--- src/rtl/frame_buf_pkg.sv ---
// Shared definitions for the packet buffer read engine.
//   fb_state_t        : read FSM state encoding (IDLE / READ / DRAIN)
//   DEFAULT_LEN_WIDTH : default width of the frame length field, in words
package frame_buf_pkg;

    localparam int DEFAULT_LEN_WIDTH = 12;

    typedef enum logic [1:0] {
        ST_IDLE  = 2'd0,
        ST_READ  = 2'd1,
        ST_DRAIN = 2'd2
    } fb_state_t;

endpackage

--- src/rtl/stream_skid_fifo2.sv ---
// Two-entry register FIFO with a valid/ready output side.
//   clk, rst_n : clock, asynchronous active-low reset
//   push       : write push_data this cycle (caller guarantees space)
//   push_data  : entry to store
//   out_valid  : head entry present
//   out_ready  : consumer accepts head this cycle
//   out_data   : head entry
//   pop        : head handshake this cycle (out_valid & out_ready)
//   count      : current occupancy, 0..2
module stream_skid_fifo2 #(
    parameter int WIDTH = 9
) (
    input  logic             clk,
    input  logic             rst_n,
    input  logic             push,
    input  logic [WIDTH-1:0] push_data,
    output logic             out_valid,
    input  logic             out_ready,
    output logic [WIDTH-1:0] out_data,
    output logic             pop,
    output logic [1:0]       count
);

    logic [WIDTH-1:0] head_q;
    logic [WIDTH-1:0] tail_q;
    logic [1:0]       count_q;

    assign out_valid = (count_q != 2'd0);
    assign out_data  = head_q;
    assign pop       = out_valid & out_ready;
    assign count     = count_q;

    // The head register is the output, so it only changes on a pop or when
    // the FIFO is empty; this keeps out_data stable under back-pressure.
    // A push into a full FIFO without a pop is excluded by the caller's credit.
    always_ff @(posedge clk or negedge rst_n) begin
        if (!rst_n) begin
            head_q  <= '0;
            tail_q  <= '0;
            count_q <= 2'd0;
        end else begin
            case ({push, pop})
                2'b10: begin
                    if (count_q == 2'd0) head_q <= push_data;
                    else                 tail_q <= push_data;
                    count_q <= count_q + 2'd1;
                end
                2'b01: begin
                    head_q  <= tail_q;
                    count_q <= count_q - 2'd1;
                end
                2'b11: begin
                    if (count_q == 2'd1) begin
                        head_q <= push_data;
                    end else begin
                        head_q <= tail_q;
                        tail_q <= push_data;
                    end
                end
                default: ;
            endcase
        end
    end

endmodule

--- src/rtl/frame_buffer_reader.sv ---
// Read-side engine of the switch packet buffer. Takes a frame descriptor
// (start address, length in words), issues sequential reads on the RAM read
// port (1-cycle latency), and emits the frame as a valid/ready stream with last.
//   clk, rst_n              : clock (RAM read clock), asynchronous active-low reset
//   desc_valid/ready/addr/len: descriptor input
//   rden, read_addr, read_data: RAM read port
//   m_valid/ready/data/last  : output word stream
//   free_valid, free_count   : pulse when a frame is fully delivered, with its length
//   addr_err                 : pulse after a descriptor with out-of-range address is dropped
//   busy                     : engine not idle
//   state_dbg                : current FSM state
//
// Handshake semantics (all interfaces): a transfer happens on a rising edge
// where valid and ready are both 1; valid never drops and the payload never
// changes until that transfer has happened.
module frame_buffer_reader
    import frame_buf_pkg::*;
#(
    parameter int WORD_WIDTH = 8,
    parameter int ADDR_WIDTH = 8,
    parameter int DEPTH      = 256,
    parameter int LEN_WIDTH  = DEFAULT_LEN_WIDTH
) (
    input  logic                  clk,
    input  logic                  rst_n,
    input  logic                  desc_valid,
    output logic                  desc_ready,
    input  logic [ADDR_WIDTH-1:0] desc_addr,
    input  logic [LEN_WIDTH-1:0]  desc_len,
    output logic                  rden,
    output logic [ADDR_WIDTH-1:0] read_addr,
    input  logic [WORD_WIDTH-1:0] read_data,
    output logic                  m_valid,
    input  logic                  m_ready,
    output logic [WORD_WIDTH-1:0] m_data,
    output logic                  m_last,
    output logic                  free_valid,
    output logic [LEN_WIDTH-1:0]  free_count,
    output logic                  addr_err,
    output logic                  busy,
    output fb_state_t             state_dbg
);

    localparam logic [31:0]           DEPTH_U  = 32'(DEPTH);
    localparam logic [ADDR_WIDTH-1:0] ADDR_ONE = 1;
    localparam logic [LEN_WIDTH-1:0]  LEN_ONE  = 1;

    fb_state_t             state, state_nxt;
    logic                  armed;        // low only until the first edge after reset
    logic [ADDR_WIDTH-1:0] ptr;
    logic [LEN_WIDTH-1:0]  len_q;
    logic [LEN_WIDTH-1:0]  issue_cnt;
    logic                  rd_pending;   // a read was issued last cycle; data is on read_data now
    logic                  rd_last;      // that read was the final word of the frame
    logic                  addr_err_q;

    logic                  desc_hs;
    logic                  addr_bad;
    logic                  desc_take;
    logic                  issue_last;
    logic [2:0]            occupancy;
    logic                  credit_ok;
    logic                  fifo_pop;
    logic [1:0]            fifo_count;
    logic [WORD_WIDTH:0]   fifo_out;
    logic                  last_hs;

    assign desc_ready = (state == ST_IDLE) && armed;
    assign desc_hs    = desc_valid && desc_ready;
    assign addr_bad   = (32'(desc_addr) >= DEPTH_U);
    assign desc_take  = desc_hs && !addr_bad && (desc_len != '0);
    assign issue_last = (issue_cnt == len_q - LEN_ONE);

    // Words already owned by the skid FIFO, plus the one on its way from RAM,
    // minus the one leaving now. Issuing only below 2 means the 2-entry FIFO
    // can always absorb every read in flight.
    assign occupancy = {1'b0, fifo_count} + {2'b00, rd_pending} - {2'b00, fifo_pop};
    assign credit_ok = (occupancy < 3'd2);

    assign last_hs   = fifo_pop && fifo_out[WORD_WIDTH];

    always_comb begin
        state_nxt  = state;
        rden       = 1'b0;
        free_valid = 1'b0;
        case (state)
            ST_IDLE: begin
                if (desc_take) state_nxt = ST_READ;
            end
            ST_READ: begin
                rden = credit_ok;
                if (credit_ok && issue_last) state_nxt = ST_DRAIN;
            end
            ST_DRAIN: begin
                if (last_hs) begin
                    free_valid = 1'b1;
                    state_nxt  = ST_IDLE;
                end
            end
            default: state_nxt = ST_IDLE;
        endcase
    end

    always_ff @(posedge clk or negedge rst_n) begin
        if (!rst_n) begin
            state      <= ST_IDLE;
            armed      <= 1'b0;
            ptr        <= '0;
            len_q      <= '0;
            issue_cnt  <= '0;
            rd_pending <= 1'b0;
            rd_last    <= 1'b0;
            addr_err_q <= 1'b0;
        end else begin
            state      <= state_nxt;
            armed      <= 1'b1;
            rd_pending <= rden;
            rd_last    <= rden && issue_last;
            addr_err_q <= desc_hs && addr_bad;
            if (desc_take) begin
                ptr       <= desc_addr;
                len_q     <= desc_len;
                issue_cnt <= '0;
            end else if (rden) begin
                // DEPTH need not be a power of two, so wrap explicitly
                ptr       <= (32'(ptr) == DEPTH_U - 32'd1) ? '0 : ptr + ADDR_ONE;
                issue_cnt <= issue_cnt + LEN_ONE;
            end
        end
    end

    stream_skid_fifo2 #(
        .WIDTH (WORD_WIDTH + 1)
    ) u_skid (
        .clk       (clk),
        .rst_n     (rst_n),
        .push      (rd_pending),
        .push_data ({rd_last, read_data}),
        .out_valid (m_valid),
        .out_ready (m_ready),
        .out_data  (fifo_out),
        .pop       (fifo_pop),
        .count     (fifo_count)
    );

    assign m_last     = fifo_out[WORD_WIDTH];
    assign m_data     = fifo_out[WORD_WIDTH-1:0];
    assign read_addr  = ptr;
    assign free_count = free_valid ? len_q : '0;
    assign addr_err   = addr_err_q;
    assign busy       = (state != ST_IDLE);
    assign state_dbg  = state;

endmodule

--- config.mk ---
export PLATFORM = sky130hd
export DESIGN_NAME = frame_buffer_reader
export DESIGN_NICKNAME = d
export VERILOG_FILES = /design/src/rtl/frame_buf_pkg.sv /design/src/rtl/stream_skid_fifo2.sv /design/src/rtl/frame_buffer_reader.sv
export SDC_FILE = /design/constraint.sdc
export NUM_CORES = 1
export LEC_CHECK = 0
export BUFFER_PORTS_ARGS = -buffer_cell sky130_fd_sc_hd__buf_2
export CAP_MARGIN = 40
export CORE_MARGIN = 10
export CORE_UTILIZATION = 50
export CTS_BUF_LIST = sky130_fd_sc_hd__clkbuf_16
export CTS_CLUSTER_DIAMETER = 200
export CTS_CLUSTER_SIZE = 30
export DETAILED_ROUTE_END_ITERATION = 16
export PLACE_DENSITY = 0.77
export RECOVER_POWER = 50
export SLEW_MARGIN = 20
export SYNTH_ARGS = -nofsm -noshare
export SYNTH_HDL_FRONTEND = slang
export SYNTH_SLANG_ARGS = --single-unit
export TNS_END_PERCENT = 30
--- constraint.sdc ---
create_clock -name clk -period 4.2 [get_ports clk]
set_clock_uncertainty 0.1 [all_clocks]
set_input_delay 1.05 -clock clk [delete_from_list [all_inputs] [get_ports clk]]
set_output_delay 1.05 -clock clk [all_outputs]
set_load 0.03 [all_outputs]
Word-level counts from Yosys, hierarchy flattened
Index checks and enable logic that the tools add are counted.
{"block": "word_totals", "ff_bits": 57, "input_bits": 32}
{"block": "classes", "n_addsub": 7, "n_lt_le_gt_ge": 1, "eq_ne": 14, "muxes": 20, "bitwise_logic": 1, "reduce_logical": 18}
{"op": "$mux W12", "count": 3}
{"op": "$mux W9", "count": 4}
{"op": "$pmux W9 S3", "count": 1}
{"op": "$mux W8", "count": 3}
{"op": "$pmux W9 S2", "count": 1}
{"op": "$add A12 B1 Y12 const B", "count": 1}
{"op": "$eq A12 B12 Y1", "count": 1}
{"op": "$reduce_bool A12 Y1", "count": 1}
{"op": "$sub A12 B1 Y12 const B", "count": 1}
{"op": "$ne A2 B2 Y1 const B", "count": 5}
{"op": "$reduce_bool A2 Y1", "count": 5}
{"op": "$add A8 B1 Y8 const B", "count": 1}
{"op": "$eq A8 B8 Y1 const B", "count": 1}
{"op": "$eq A2 B1 Y1 const B", "count": 3}
{"op": "$eq A2 B2 Y1 const B", "count": 3}
{"op": "$logic_and A1 B1 Y1", "count": 6}
{"op": "$mux W2", "count": 3}
{"op": "$pmux W2 S3", "count": 1}
{"op": "$reduce_and A3 Y1", "count": 2}
{"op": "$logic_not A2 Y1", "count": 2}
{"op": "$pmux W2 S2", "count": 1}
{"op": "$add A2 B1 Y3", "count": 1}
{"op": "$lt A3 B2 Y1 const B", "count": 1}
{"op": "$mux W1", "count": 3}
{"op": "7 further kinds", "count": 7}

Longest topological paths before layout
{"block": "logic_depth", "word_depth": 7, "mapped_depth": 14, "mapped_depth_nobuf": 12}

Hierarchy
A second synthesis with hierarchy kept.
{"block": "hier_totals", "cells_unflattened": 310, "hier_area_um2": 3219.3}
{"mod": "frame_buffer_reader", "n_inst": 1, "cells_per_inst": 233, "area_each_um2": 2217.1}
{"mod": "stream_skid_fifo2", "n_inst": 1, "cells_per_inst": 77, "area_each_um2": 1002.2}

Least setup slack after synthesis
Ideal clock, no wire load.
{"block": "synth_timing", "path_kind": "in2out", "start": "input m_ready", "end": "output rden", "t_arrival_ns": 3.046, "t_required_ns": 3.050, "setup_slack_ns": 0.004, "stages": 9, "path_cell_list": "nor2b_1 -> ha_1 -> nor2_1 -> fa_1 -> nand2b_1 -> or3_1 -> buf_2 -> inv_2 -> buf_6"}
{"block": "synth_via", "elab_chain_cells": 4}
{"item": "start: declaration", "line_no": "frame_buffer_reader.sv:34", "text": "input logic m_ready,"}
{"item": "$and A1 B1 Y1", "line_no": "stream_skid_fifo2.sv:30", "text": "assign pop = out_valid & out_ready;"}
{"item": "$sub A3 B1 Y3", "line_no": "frame_buffer_reader.sv:77", "text": "assign occupancy = {1'b0, fifo_count} + {2'b00, rd_pending} - {2'b00, fifo_pop};"}
{"item": "$lt A3 B2 Y1", "line_no": "frame_buffer_reader.sv:78", "text": "assign credit_ok = (occupancy < 3'd2);"}
{"item": "$mux W1", "line_no": "frame_buffer_reader.sv:86", "text": "case (state)"}
{"item": "end: declaration", "line_no": "frame_buffer_reader.sv:30", "text": "output logic rden,"}
No other way between the ends.

Worst setup path after layout
Same ends and word-level chain as after synthesis.

==> summary.md <==
| Metric | Value |
|---|---|
| Status | complete, no violations |
| Largest net degree at the start of global routing | 38 |
| Routed WL | 7583 um |
| Initial antenna violation count | 0 |
| Nets | 442 |
| Seq/Total Area, Yosys | 0.4353 |
| Synth Flop Type | dfrtp_1 |
| Final ANT Viol Nets | 0 |
| Via density | 5.508 |
| Final setup TNS | 0 ps |
| Clock Pin Slew Worst Setup and Hold Paths | 50 ps |
| Fin crit share | 0.9729 |
| CTS buffer count | 9 |
| Grt met3 use | 0.05830 |
| Die Wd | 101.0 um |
| Max-slew violation count | 0 |
| Clk sink count | 57 |
| Die H | 101.0 um |
| Wirelength per Cell | 15.73 um |
| Ports | 69 |
| Non-Filler Instances | 482 |
| Syn_area_per_cell | 10.11 sq um |
| Fraction of layout cells with a size suffix above 1 | 0.2519 |
| Max Buffers Root-to-Sink | 2 |
| CTS Hold Bufs | 0 |
| # setup viols final | 0 |
| TritonCTS clock tree | yes |
| Vias in the first global route | 2,719 |
| Worst VDD drop | 0.7793 mV |
| Synth area leader | dfrtp_1 |
| DP Cell Count | 465 |
| Max Fclk | 0.2447 GHz |
| WP buf/inv | 3 |
| Post-synth cell types | 57 |
| Synth Instances | 324 |
| Placeable Area | 0.006350 sq mm |
| # rows | 29 |
| Syn nets | 366 |
| Grt met1 use | 0.1934 |
| Vias | 2,655 |
| Initial core utilization | 0.5161 |
| Crit path kind | in -> out |
| Synth area leaders | dfrtp_1 (44%), xor2_1 (5.3%), mux2_2 (4.5%) |
| CP required | 3050 ps |
| Area of the mapped netlist | 0.003277 sq mm |
| Post-layout min period | 4086 ps |
| Clk root buf | clkbuf_16 |
| Area grow syn2layout | 22.45% |
| Crit path max fanout | 2 |
| Startpoint types | primary input |
| Yosys warnings | 0 |
| First-pass GRT wire length | 12,590 um |
| Drt pass-1 iters | 4 |
| CP cell instances | buf_2 -> nor2b_2 -> ha_1 -> nor2_1 -> fa_1 -> nand2b_1 -> or3_4 -> inv_2 -> clkbuf_4 |
| CP endpoint kind | primary output |
| Post-synth EDFFs | 0 |
| Post-CTS setup buffer count | 0 |
| Power, Total | 0.003226 W |
| Critical path's largest stage delay | 430 ps |
| Worst Max-Slew Pin Slew | 1146 ps |
| Share of the synthesized area in the top cell type | 0.4353 |
| Busiest grt layer | met2 |
| DRC | 0 |
| RSZ-0062 raised after global routing | no |
| Max-capacitance violation count | 0 |
| Post-synthesis register bit count | 57 |
| Cell Pwr Density | 803.9 mW/mm^2 |
| Leak | 1.836 nW |
| Post-CTS sizing | 0 |
| Top Family by Delay on Critical Path | simple AND/OR/NAND/NOR gates |
| Worst path arrival time | 2940 ps |
| Diode count | 0 |
| Crit-path slowest cell | fa_1 |
| GPL Wtd Cong | 0.8178 |
| Starting DRT DRC Count | 112 |
| Global routing usage on met2 | 0.2300 |
| Slew HR | 0.2357 |
| Worst-Skew Late Latency | 330 ps |
| Ys async rst share | 1.000 |
| Total track usage | 0.1528 |
| Final Hold Vio Count | 0 |
| Layout Utilization | 0.6319 |
| Grt ovf | 0 |
| Htree depth | 3 |
| # port buffers | 67 |
| HP Class | reg -> reg |
| Final HPWL DP | 5636 um |
| Die footprint | 0.01019 sq mm |
==> logic make-up (layout without fill, tap and decap cells) <==
group | count (synthesis) | count (layout) | synth area share
xor gates and xnor gates | 32 | 32 | 0.09126
muxes | 20 | 20 | 0.06835
other | 2 | 2 | 0.002292
AOI/OAI and AO/OA | 60 | 60 | 0.1233
and+or+nand+nor | 120 | 120 | 0.2077
DFF | 57 | 57 | 0.4353
adders and majority gates | 10 | 10 | 0.04047
buffers and inverters | 23 | 104 | 0.03131
==> worst paths after layout <==
check | from | endpoint | slack, ps | depth (start not counted)
max in group asynchronous | rst_n | issue_cnt[11] | 1430 | 3
worst min-delay path | u_skid.out_data[1] | u_skid.out_data[1] | 370 | 2
worst max-delay path | m_ready | rden | 110 | 9
worst max register to register | u_skid.count[1] | state_dbg[0] | 940 | 12
min in group asynchronous | rst_n | u_skid.out_data[2] | 700 | 1
worst min register to register | u_skid.out_data[1] | u_skid.out_data[1] | 370 | 2
==> synth_stat cells, types with 4 or more instances <==
cell type and n:
buf_2 4, nor2_1 16, ha_1 9, nor2b_1 5, mux2_2 13, inv_1 9
mux2_1 6, xnor2_1 11, dfrtp_1 57, o21ai_1 8, a21oi_1 6, nand2b_1 4
nand4_1 7, and3_1 8, o21ai_0 15, nor3_1 4, nor4_1 5, and2_1 13
xor2_1 20, a22oi_1 11, nand2_1 33, clkbuf_1 5, nand3_1 5
==> placed cells by master, fill, tap and decap left out, types with 5 or more instances in the layout <==
cell       instances
a21oi_1            6
a22oi_1           11
and2_1            13
and3_1             8
buf_2             50
buf_4              7
clkbuf_1          20
clkbuf_16          9
dfrtp_1           57
ha_1               9
inv_1             10
mux2_1             6
mux2_2            13
nand2_1           33
nand3_1            5
nand4_1            7
nor2_1            16
nor4_1             5
o21ai_0           15
o21ai_1            8
xnor2_1           11
xor2_1            20
==> routing by layer <==
metal,vias up,part of all wire
li1,1301,-
met1,1266,0.48
met2,74,0.44
met3,14,0.063
met4,0,0.016
met5,-,0
==> power breakdown <==
part,switching (W),internal (W)
sequential,0.000249,0.000767
combinational,0.000849,0.000601
clock,0.000247,0.000513
==> state kept, by name, summed over array words and instances, names as in the netlist, 2 cells and up <==
register	flops
u_skid.out_data	9
read_addr	8
len_q	12
u_skid.tail_q	9
state_dbg	2
u_skid.count	2
issue_cnt	12
==> metrics by stage <==
step	area, sq um	hold WS [ps]	setup slack, ps
after global routing	4013	412.0	23.63
after CTS	4030	376.8	65.24
after detailed placement	3719	365.3	104.0
after floorplan	3277	373.3	4.162
after global placement	3719	355.9	125.2
final	4013	372.4	113.9
==> worst min-delay path, cell delays in order (launching register included) <==
cell,delay [ps]
dfrtp_1,330
nand2_1,40
o21ai_0,60
==> layout make-up <==
type,count,area (sq um)
Fill cell,543,2337
Multi-Input combinational cell,244,1755
Sequential cell,57,1426
Timing Repair Buffer,78,385.4
Clock buffer,9,225.2
Tap cell,77,96.34
Clock inverter,7,86.33
Inverter,10,37.54
No activity file was read; power rests on OpenSTA's default activity.
